### src/rtl/io_timer.sv
// io_timer: memory-mapped down-counting timer with prescaler, auto-reload,
// sticky expiry/overrun status and a level interrupt.
module io_timer #(
    parameter logic [15:0] BASEADDR = 16'h0010
) (
    input  logic        clk,
    input  logic        reset,
    input  logic [15:0] dread_addr,
    output logic [15:0] dread_data,
    input  logic [15:0] dwrite_addr,
    input  logic [15:0] dwrite_data,
    input  logic [1:0]  dwrite_en,
    output logic        interrupt
);

    localparam int unsigned DW  = 16;
    localparam int unsigned PRW = 4;

    localparam logic [1:0] SEL_CTRL   = 2'd0;
    localparam logic [1:0] SEL_RELOAD = 2'd1;
    localparam logic [1:0] SEL_COUNT  = 2'd2;
    localparam logic [1:0] SEL_STATUS = 2'd3;

    // Register state
    logic          r_en;
    logic          r_auto;
    logic          r_ie;
    logic [PRW-1:0] r_pre;
    logic [DW-1:0] r_reload;
    logic [DW-1:0] r_count;
    logic          r_exp;
    logic          r_ovr;
    logic [DW-1:0] r_ps;
    logic [DW-1:0] r_dread_data;

    // Decode and next-state wires
    logic [DW-1:0]  w_wr_off;
    logic [DW-1:0]  w_rd_off;
    logic           w_wr_hit;
    logic           w_rd_hit;
    logic           w_wr_ctrl;
    logic           w_wr_reload;
    logic           w_wr_count;
    logic           w_wr_status;
    logic [DW-1:0]  w_lane_mask;
    logic [DW-1:0]  w_ps_mask;
    logic           w_tick;
    logic           w_expire;
    logic           w_en_rise;
    logic [DW-1:0]  w_rd_data;

    logic           w_en_nxt;
    logic           w_auto_nxt;
    logic           w_ie_nxt;
    logic [PRW-1:0] w_pre_nxt;
    logic [DW-1:0]  w_reload_nxt;
    logic [DW-1:0]  w_count_nxt;
    logic           w_exp_nxt;
    logic           w_ovr_nxt;
    logic [DW-1:0]  w_ps_nxt;

    // Address decode; subtraction wraps so addresses below BASEADDR miss too
    assign w_wr_off    = dwrite_addr - BASEADDR;
    assign w_rd_off    = dread_addr - BASEADDR;
    assign w_wr_hit    = (dwrite_en != 2'b00) && (w_wr_off < DW'(8));
    assign w_rd_hit    = (w_rd_off < DW'(8));
    assign w_wr_ctrl   = w_wr_hit && (w_wr_off[2:1] == SEL_CTRL);
    assign w_wr_reload = w_wr_hit && (w_wr_off[2:1] == SEL_RELOAD);
    assign w_wr_count  = w_wr_hit && (w_wr_off[2:1] == SEL_COUNT);
    assign w_wr_status = w_wr_hit && (w_wr_off[2:1] == SEL_STATUS);
    assign w_lane_mask = {{8{dwrite_en[1]}}, {8{dwrite_en[0]}}};

    // Prescaler tick and expiry; a CPU write to COUNT suppresses expiry
    assign w_ps_mask = (DW'(1) << r_pre) - DW'(1);
    assign w_tick    = r_en && (r_ps == w_ps_mask);
    assign w_expire  = w_tick && (r_count == '0) && !w_wr_count;
    assign w_en_rise = w_wr_ctrl && dwrite_en[0] && dwrite_data[0] && !r_en;

    assign interrupt  = r_ie & r_exp;
    assign dread_data = r_dread_data;

    // Next-state for control, reload, count, status and prescaler
    always_comb begin
        w_en_nxt     = r_en;
        w_auto_nxt   = r_auto;
        w_ie_nxt     = r_ie;
        w_pre_nxt    = r_pre;
        w_reload_nxt = r_reload;
        w_count_nxt  = r_count;
        w_exp_nxt    = r_exp;
        w_ovr_nxt    = r_ovr;
        w_ps_nxt     = r_ps;

        // Prescaler runs only while enabled and restarts on each tick
        if (!r_en || w_tick || w_en_rise) begin
            w_ps_nxt = '0;
        end else begin
            w_ps_nxt = r_ps + DW'(1);
        end

        // Hardware count/expiry behaviour
        if (w_tick && !w_wr_count) begin
            if (r_count != '0) begin
                w_count_nxt = r_count - DW'(1);
            end else if (r_auto) begin
                w_count_nxt = r_reload;
            end else begin
                w_en_nxt = 1'b0;
            end
        end

        // CPU writes; later assignments give CPU priority over hardware
        if (w_wr_ctrl) begin
            if (dwrite_en[0]) begin
                w_en_nxt   = dwrite_data[0];
                w_auto_nxt = dwrite_data[1];
                w_ie_nxt   = dwrite_data[2];
            end
            if (dwrite_en[1]) begin
                w_pre_nxt = dwrite_data[11:8];
            end
        end
        if (w_wr_reload) begin
            w_reload_nxt = (r_reload & ~w_lane_mask) | (dwrite_data & w_lane_mask);
        end
        if (w_wr_count) begin
            w_count_nxt = (r_count & ~w_lane_mask) | (dwrite_data & w_lane_mask);
        end

        // Status: write-1-to-clear, hardware set takes priority
        if (w_wr_status && dwrite_en[0]) begin
            if (dwrite_data[0]) w_exp_nxt = 1'b0;
            if (dwrite_data[1]) w_ovr_nxt = 1'b0;
        end
        if (w_expire) begin
            w_exp_nxt = 1'b1;
            if (r_exp) w_ovr_nxt = 1'b1;
        end
    end

    // Read mux for the address presented this cycle
    always_comb begin
        w_rd_data = '0;
        if (w_rd_hit) begin
            case (w_rd_off[2:1])
                SEL_CTRL:   w_rd_data = {4'b0, r_pre, 5'b0, r_ie, r_auto, r_en};
                SEL_RELOAD: w_rd_data = r_reload;
                SEL_COUNT:  w_rd_data = r_count;
                SEL_STATUS: w_rd_data = {14'b0, r_ovr, r_exp};
                default:    w_rd_data = '0;
            endcase
        end
    end

    // State registers with synchronous reset
    always_ff @(posedge clk) begin
        if (reset) begin
            r_en         <= 1'b0;
            r_auto       <= 1'b0;
            r_ie         <= 1'b0;
            r_pre        <= '0;
            r_reload     <= '0;
            r_count      <= '0;
            r_exp        <= 1'b0;
            r_ovr        <= 1'b0;
            r_ps         <= '0;
            r_dread_data <= '0;
        end else begin
            r_en         <= w_en_nxt;
            r_auto       <= w_auto_nxt;
            r_ie         <= w_ie_nxt;
            r_pre        <= w_pre_nxt;
            r_reload     <= w_reload_nxt;
            r_count      <= w_count_nxt;
            r_exp        <= w_exp_nxt;
            r_ovr        <= w_ovr_nxt;
            r_ps         <= w_ps_nxt;
            r_dread_data <= w_rd_data;
        end
    end

endmodule

### config.mk
export PLATFORM = sky130hd
export DESIGN_NAME = io_timer
export DESIGN_NICKNAME = d
export VERILOG_FILES = /design/src/rtl/io_timer.sv
export SDC_FILE = /design/constraint.sdc
export NUM_CORES = 1
export LEC_CHECK = 0
export CAP_MARGIN = 20
export CELL_PAD_IN_SITES_DETAIL_PLACEMENT = 0
export CELL_PAD_IN_SITES_GLOBAL_PLACEMENT = 2
export CORE_UTILIZATION = 37
export CTS_CLUSTER_DIAMETER = 80
export DETAILED_ROUTE_END_ITERATION = 10
export DONT_BUFFER_PORTS = 1
export HOLD_SLACK_MARGIN = 0.08
export PLACE_DENSITY = 0.9
export RECOVER_POWER = 25
export SYNTH_ARGS = -nofsm -noshare
export SYNTH_HDL_FRONTEND = slang
export SYNTH_SLANG_ARGS = --single-unit
export TNS_END_PERCENT = 10
### constraint.sdc
create_clock -name clk -period 3.9 [get_ports clk]
set_clock_uncertainty 0.2 [all_clocks]
set_input_delay 0.78 -clock clk [delete_from_list [all_inputs] [get_ports clk]]
set_output_delay 0.78 -clock clk [all_outputs]
set_load 0.01 [all_outputs]
==> impl_summary.txt <==
----------------------------------------------------
[Route]
  Antenna Violating Nets Remaining ... 0
  First-pass iteration count of the detailed router ... 4
  Drt first-iter violations ... about 160
  DRC viols ... 0
  Vias per cell ... roughly 5.7
  Sum of routed wire length over all layers ... about 12000 um
  Post-detailed-route wirelength per cell ... between 15 and 20 um
  Overall via count from detail_route ... 3858

[Global route]
  Total congestion overflow ... 0
  Largest net degree at the start of global routing ... 44
  Global-route wire length before repair ... between 15000 and 20000 um
  Number of antenna violations at the first check in global routing ... 0
  Vias in the first global route ... between 3000 and 4000
  Global-route usage over all layers ... around a fifth

[Place]
  Placed wire-length estimate ... 8210 um
  IO Port Bufs ... 0
  RD Place Congestion ... ~0.8

[Synthesis]
  Share of flip-flops with an asynchronous set or reset ... 0%
  Cell with the most instances after synthesis ... sky130_fd_sc_hd__nor2_1
  Synth warnings ... 0
  Sequential element share of the synthesized area ... 33.9%
  Cell type with the largest total area after synthesis ... sky130_fd_sc_hd__dfxtp_1
  EDFF count, synth ... 0
  Synth top area cells ... sky130_fd_sc_hd__dfxtp_1 34%, sky130_fd_sc_hd__nor2_1 7.2%, sky130_fd_sc_hd__mux2i_1 5.6%, sky130_fd_sc_hd__a21oi_1 5.3%, sky130_fd_sc_hd__nand2_1 3.9%
  Primary FF master, synth ... sky130_fd_sc_hd__dfxtp_1
  Total nets after synthesis ... a little over 600
  FF+latch count, synth ... 73
  Portion of synthesized cell area occupied by the leading cell type ... 33.9%
  Most common library cells after synthesis ... 83 x sky130_fd_sc_hd__nor2_1, 73 x sky130_fd_sc_hd__dfxtp_1, 46 x sky130_fd_sc_hd__a21oi_1
  Post-synthesis instance total ... 550
  Average cell area after synthesis ... slightly below 8 um2
  Netlist area before placement ... 4310 um2
  Count of cell types in the netlist ... between 60 and 70

[Floorplan]
  Floorplan row count ... 39
  Chip Height ... 110 um
  Starting density of the core ... 37.9%
  Area of the core ... approximately 11000 um2
  Number of primary I/O pins ... 69
  Die Footprint ... approximately 12000 um2
  Die width ... about 110 um

[Cells and area]
  Area grow syn2layout ... 9.34%
  Number of antenna cells inserted ... 0
  Share of cells above drive strength 1 ... 6.88%
  Fillers ... about 1100
  Multi-input gate area in the final layout ... approximately 2600 um2
  Nets ... about 600
  Footprint of the flip-flops and latches ... about 1500 um2

[STA]
  Tcrit/Tclk final ... between 80% and 90%
  Hold violation count in the final report ... 0
  Pins Over Slew Limit ... 0
  RSZ-0062 raised after global routing ... false
  Final setup TNS ... 0 ns
  Clock period minus final worst setup slack ... about 3.4 ns
  Worst max-slew margin expressed relative to the limit ... approximately two fifths
  Endpoints failing setup ... 0
  Worst Max-Slew Pin Slew ... just under 0.9 ns
  Max Fclk ... about 290 MHz

[Setup path]
  Critical path capture point type ... flop
  Req. time, crit path ... ~4.0 ns
  Arrival time of data at the critical path endpoint ... 3.46 ns
  Worst-path maximum fanout ... 13
  Worst Setup Start Kind ... flop
  Kind of critical path ... reg2reg

[Clock tree]
  Hold Buf Count CTS ... 0
  Number of buffers on the longest clock path ... 2
  Root buffer cell ... sky130_fd_sc_hd__clkbuf_16
  Count of instances resized after the clock tree is built ... 0
  CTS H-tree lvls ... 3
  Clock transition at the registers of the reported paths ... roughly 0.060 ns
  Number of clock buffers inserted by TritonCTS ... 9
  Clock latency on the worst-skew pair ... ~0.34 ns
  # Post-CTS Setup Buffers ... 0
  TritonCTS clock tree ... yes
  Clock Sink Count ... 73

[Power]
  Peak supply drop ... approximately 220 uV
  Total design power ... 1.69 mW
  LEAKAGE ... about 1.6 nW
  Power Dens Cells ... approximately 360 nW/um2

[Flow run]
  Count of max-cap constraint violations ... 0

[Worst hold path]
  Tightest Hold Check Type ... reg2reg

[Status]
  Outcome ... finished clean

----------------------------------------------------
[metal layers]
| layer | share of wire (%) | vias to the layer above | track usage (%) |
|---|---|---|---|
| li1 | - | 1917 | - |
| met1 | 46 | 1813 | 26.1 |
| met2 | 45 | 117 | 32.6 |
| met3 | 6.7 | 11 | 4.35 |
| met4 | 1.9 | 0 | 8.57 |
| met5 | 0 | - | 0 |
[stage by stage]
step	setup slack, ns	cells	instance area, um2	hold slack (ns)	util (%)
3_5_place_dp	0.506	666	4390	0.259	38.6
2_1_floorplan	0.822	550	4310	0.242	-
5_1_grt	0.250	681	4720	0.294	41.5
3_3_place_gp	0.570	666	4390	0.254	38.6
4_1_cts	0.487	681	4720	0.269	41.5
6_report	0.506	681	4720	0.269	41.5
[final timing paths]
check                 from   end  slack (ns)  cells past startpoint
setup / recovery  r_pre[1]  flop        0.51                     12
hold / removal        flop  flop        0.27                      2
setup reg to reg  r_pre[1]  flop        0.51                     12
hold reg to reg       flop  flop        0.27                      2
[layout by cell type, fill, tap and decap left out, drive strengths merged, types with 3 or more instances in the layout]
| cell type | count |
|---|---|
| nor2 | 84 |
| dfxtp | 73 |
| a21oi | 46 |
| nand2 | 45 |
| o21ai | 25 |
| mux2i | 24 |
| nor3 | 21 |
| nand3 | 20 |
| inv | 17 |
| xnor2 | 16 |
| xor2 | 15 |
| a22oi | 15 |
| nand3b | 12 |
| clkbuf | 11 |
| buf | 10 |
| nand4 | 9 |
| nor4 | 9 |
| nor2b | 7 |
| or3 | 7 |
| and2 | 4 |
| nand2b | 4 |
| ha | 4 |
| or4 | 3 |
| a21o | 3 |
| o22a | 3 |
| bufinv | 3 |
| and3 | 3 |
[cell families after synthesis]
kind of cell	synth area share, %
simple gates	28.5
compound gates	17.4
flops	33.9
buf+inv	5.74
xor+xnor	6.29
mux	6.87
fa+ha+maj	1.39
[power breakdown]
part / switching [mW] / total (mW) / internal [mW]
combinational: 0.00785 / 0.0151 / 0.00721
clock: 0.312 / 0.934 / 0.622
sequential: 0.00000491 / 0.746 / 0.746
[cell type report]
class,instances,area share [%]
repair buffers,11,1.67
inverters,16,1.27
flip-flops and latches,73,31.0
clock inverters,5,2.20
well taps,143,3.79
multi-input cells,423,55.2
clock buffers,10,4.85
[worst max-delay path: stages (launching register included)]
cell and delay (ns):
sky130_fd_sc_hd__dfxtp_1 0.39, sky130_fd_sc_hd__nor2_1 0.21, sky130_fd_sc_hd__nand2_1 0.08, sky130_fd_sc_hd__ha_1 0.35, sky130_fd_sc_hd__buf_4 0.23, sky130_fd_sc_hd__or4_1 0.41, sky130_fd_sc_hd__and2_1 0.16, sky130_fd_sc_hd__o221ai_1 0.19
sky130_fd_sc_hd__o211a_1 0.19, sky130_fd_sc_hd__and4_1 0.41, sky130_fd_sc_hd__buf_4 0.25, sky130_fd_sc_hd__o21ai_0 0.10, sky130_fd_sc_hd__a21oi_1 0.16
No activity file was read; power rests on OpenSTA's default activity.
==> edit (same settings) <==
Reset style: asynchronous (`reset`), changed in one clocked block. Comments in the files are not updated.
--- a/src/rtl/io_timer.sv
+++ b/src/rtl/io_timer.sv
@@ -154,5 +154,5 @@
 
     // State registers with synchronous reset
-    always_ff @(posedge clk) begin
+    always_ff @(posedge clk or posedge reset) begin
         if (reset) begin
             r_en         <= 1'b0;
Function: differs if reset is asserted again (counterexample within 4 cycles, from zero or initial values and one cycle with reset high); with reset held inactive, the same outputs for 4 cycles.
==> edit against the original RTL <==
  * The run now ends with capacitance limit, slew limit left
  * Sequential cell count unchanged
  * First-iteration DRC count increased by 24%
  * Cell count decreased by 7.3%
  * Global-route usage decreased by 0.94 points
  * Routed wire length decreased by 2.3%
  * Synthesized area increased by 5.4%
  * Non-clock buffer count increased by 5
  * Cell area increased by 5.0%
  * Critical path type unchanged
  * Worst setup slack got worse by 0.18 ns
Power is not compared: it rests on default switching activity, and its combinational part moved more than twofold at a synthesized area within 25%.
==> edit: results <==
[run_status]
status = "finished, violations left"
failed_checks = "capacitance limit, slew limit"

[global_routing]
grt_max_degree = 74
grt_pass1_wl_microns = 19000
met3_usage_pct = 5.30
grt_util_met1_pct = 26.0
grtUsageMet2_pct = 29.5
grt_usage_pct = 19.3

[critical_path]
cpMaxStageDelayCell = "or4b_2"
critical-path-max-stage-delay_ns = 0.68

[final_layout]
final.clkbuf_count = 11
clockNetworkAreaShare_pct = 5.33
fin_nets = 535
inv_count = 12
layout.nonclk_buf_share_pct = 2.37
seq_cell_count = 73
fill_cells = 1172
seq_share_pct = 36.9
fin_util_pct = 41.2

[synthesis]
synth_cell_types = 65
ys.flop_type = "dfrtp_1"
syn_area_per_cell_sq_um = 9.43
yosys.area_share.xor_xnor_pct = 5.97
synth_mux_area_share_pct = 9.50
synth_fa_ha_area_share_pct = 1.10
synth-seq-area-share_pct = 40.2
synth_area_leaders = "dfrtp_1 40%, mux2_2 5.2%, nor2_1 4.2%, nand2_1 3.9%, xor2_1 3.5%"

[die]
die_x_microns = 113

[sta]
tightest_slew_ns = 1.88
final_max_slew_viol_count = 74

[placed_design]
dp.cells = 615
gp_congestion = 0.806

[route]
routed-wl-met2_microns = 5240
routed_wl_microns = 11300

[flow_run]
drv_cap = 1
edit: worst reg2reg max path, cell delays in order (launching register included):
cell and delay [ns]:
dfrtp_1 0.39, or4b_2 0.68, ha_1 0.29, buf_4 0.21, or3b_1 0.16, a21oi_1 0.06
or3_4 0.38, a221oi_4 0.44, inv_2 0.07, or2_1 0.28, o41ai_2 0.31
edit: final timing paths:
| kind | start | to | slack (ns) | cells after the start |
|---|---|---|---|---|
| max in group asynchronous | reset | dread_data[6]$_DFF_PP0_ | 1.60 | 2 |
| worst max-delay path | r_pre[1]$_DFFE_PP0P_ | r_ovr$_DFF_PP0_ | 0.33 | 10 |
| worst min register to register | r_ovr$_DFF_PP0_ | r_ovr$_DFF_PP0_ | 0.29 | 2 |
| worst min-delay path | r_ovr$_DFF_PP0_ | r_ovr$_DFF_PP0_ | 0.29 | 2 |
| worst max register to register | r_pre[1]$_DFFE_PP0P_ | r_ovr$_DFF_PP0_ | 0.33 | 10 |
| min in group asynchronous | reset | r_ps[4]$_DFF_PP0_ | 0.79 | 2 |
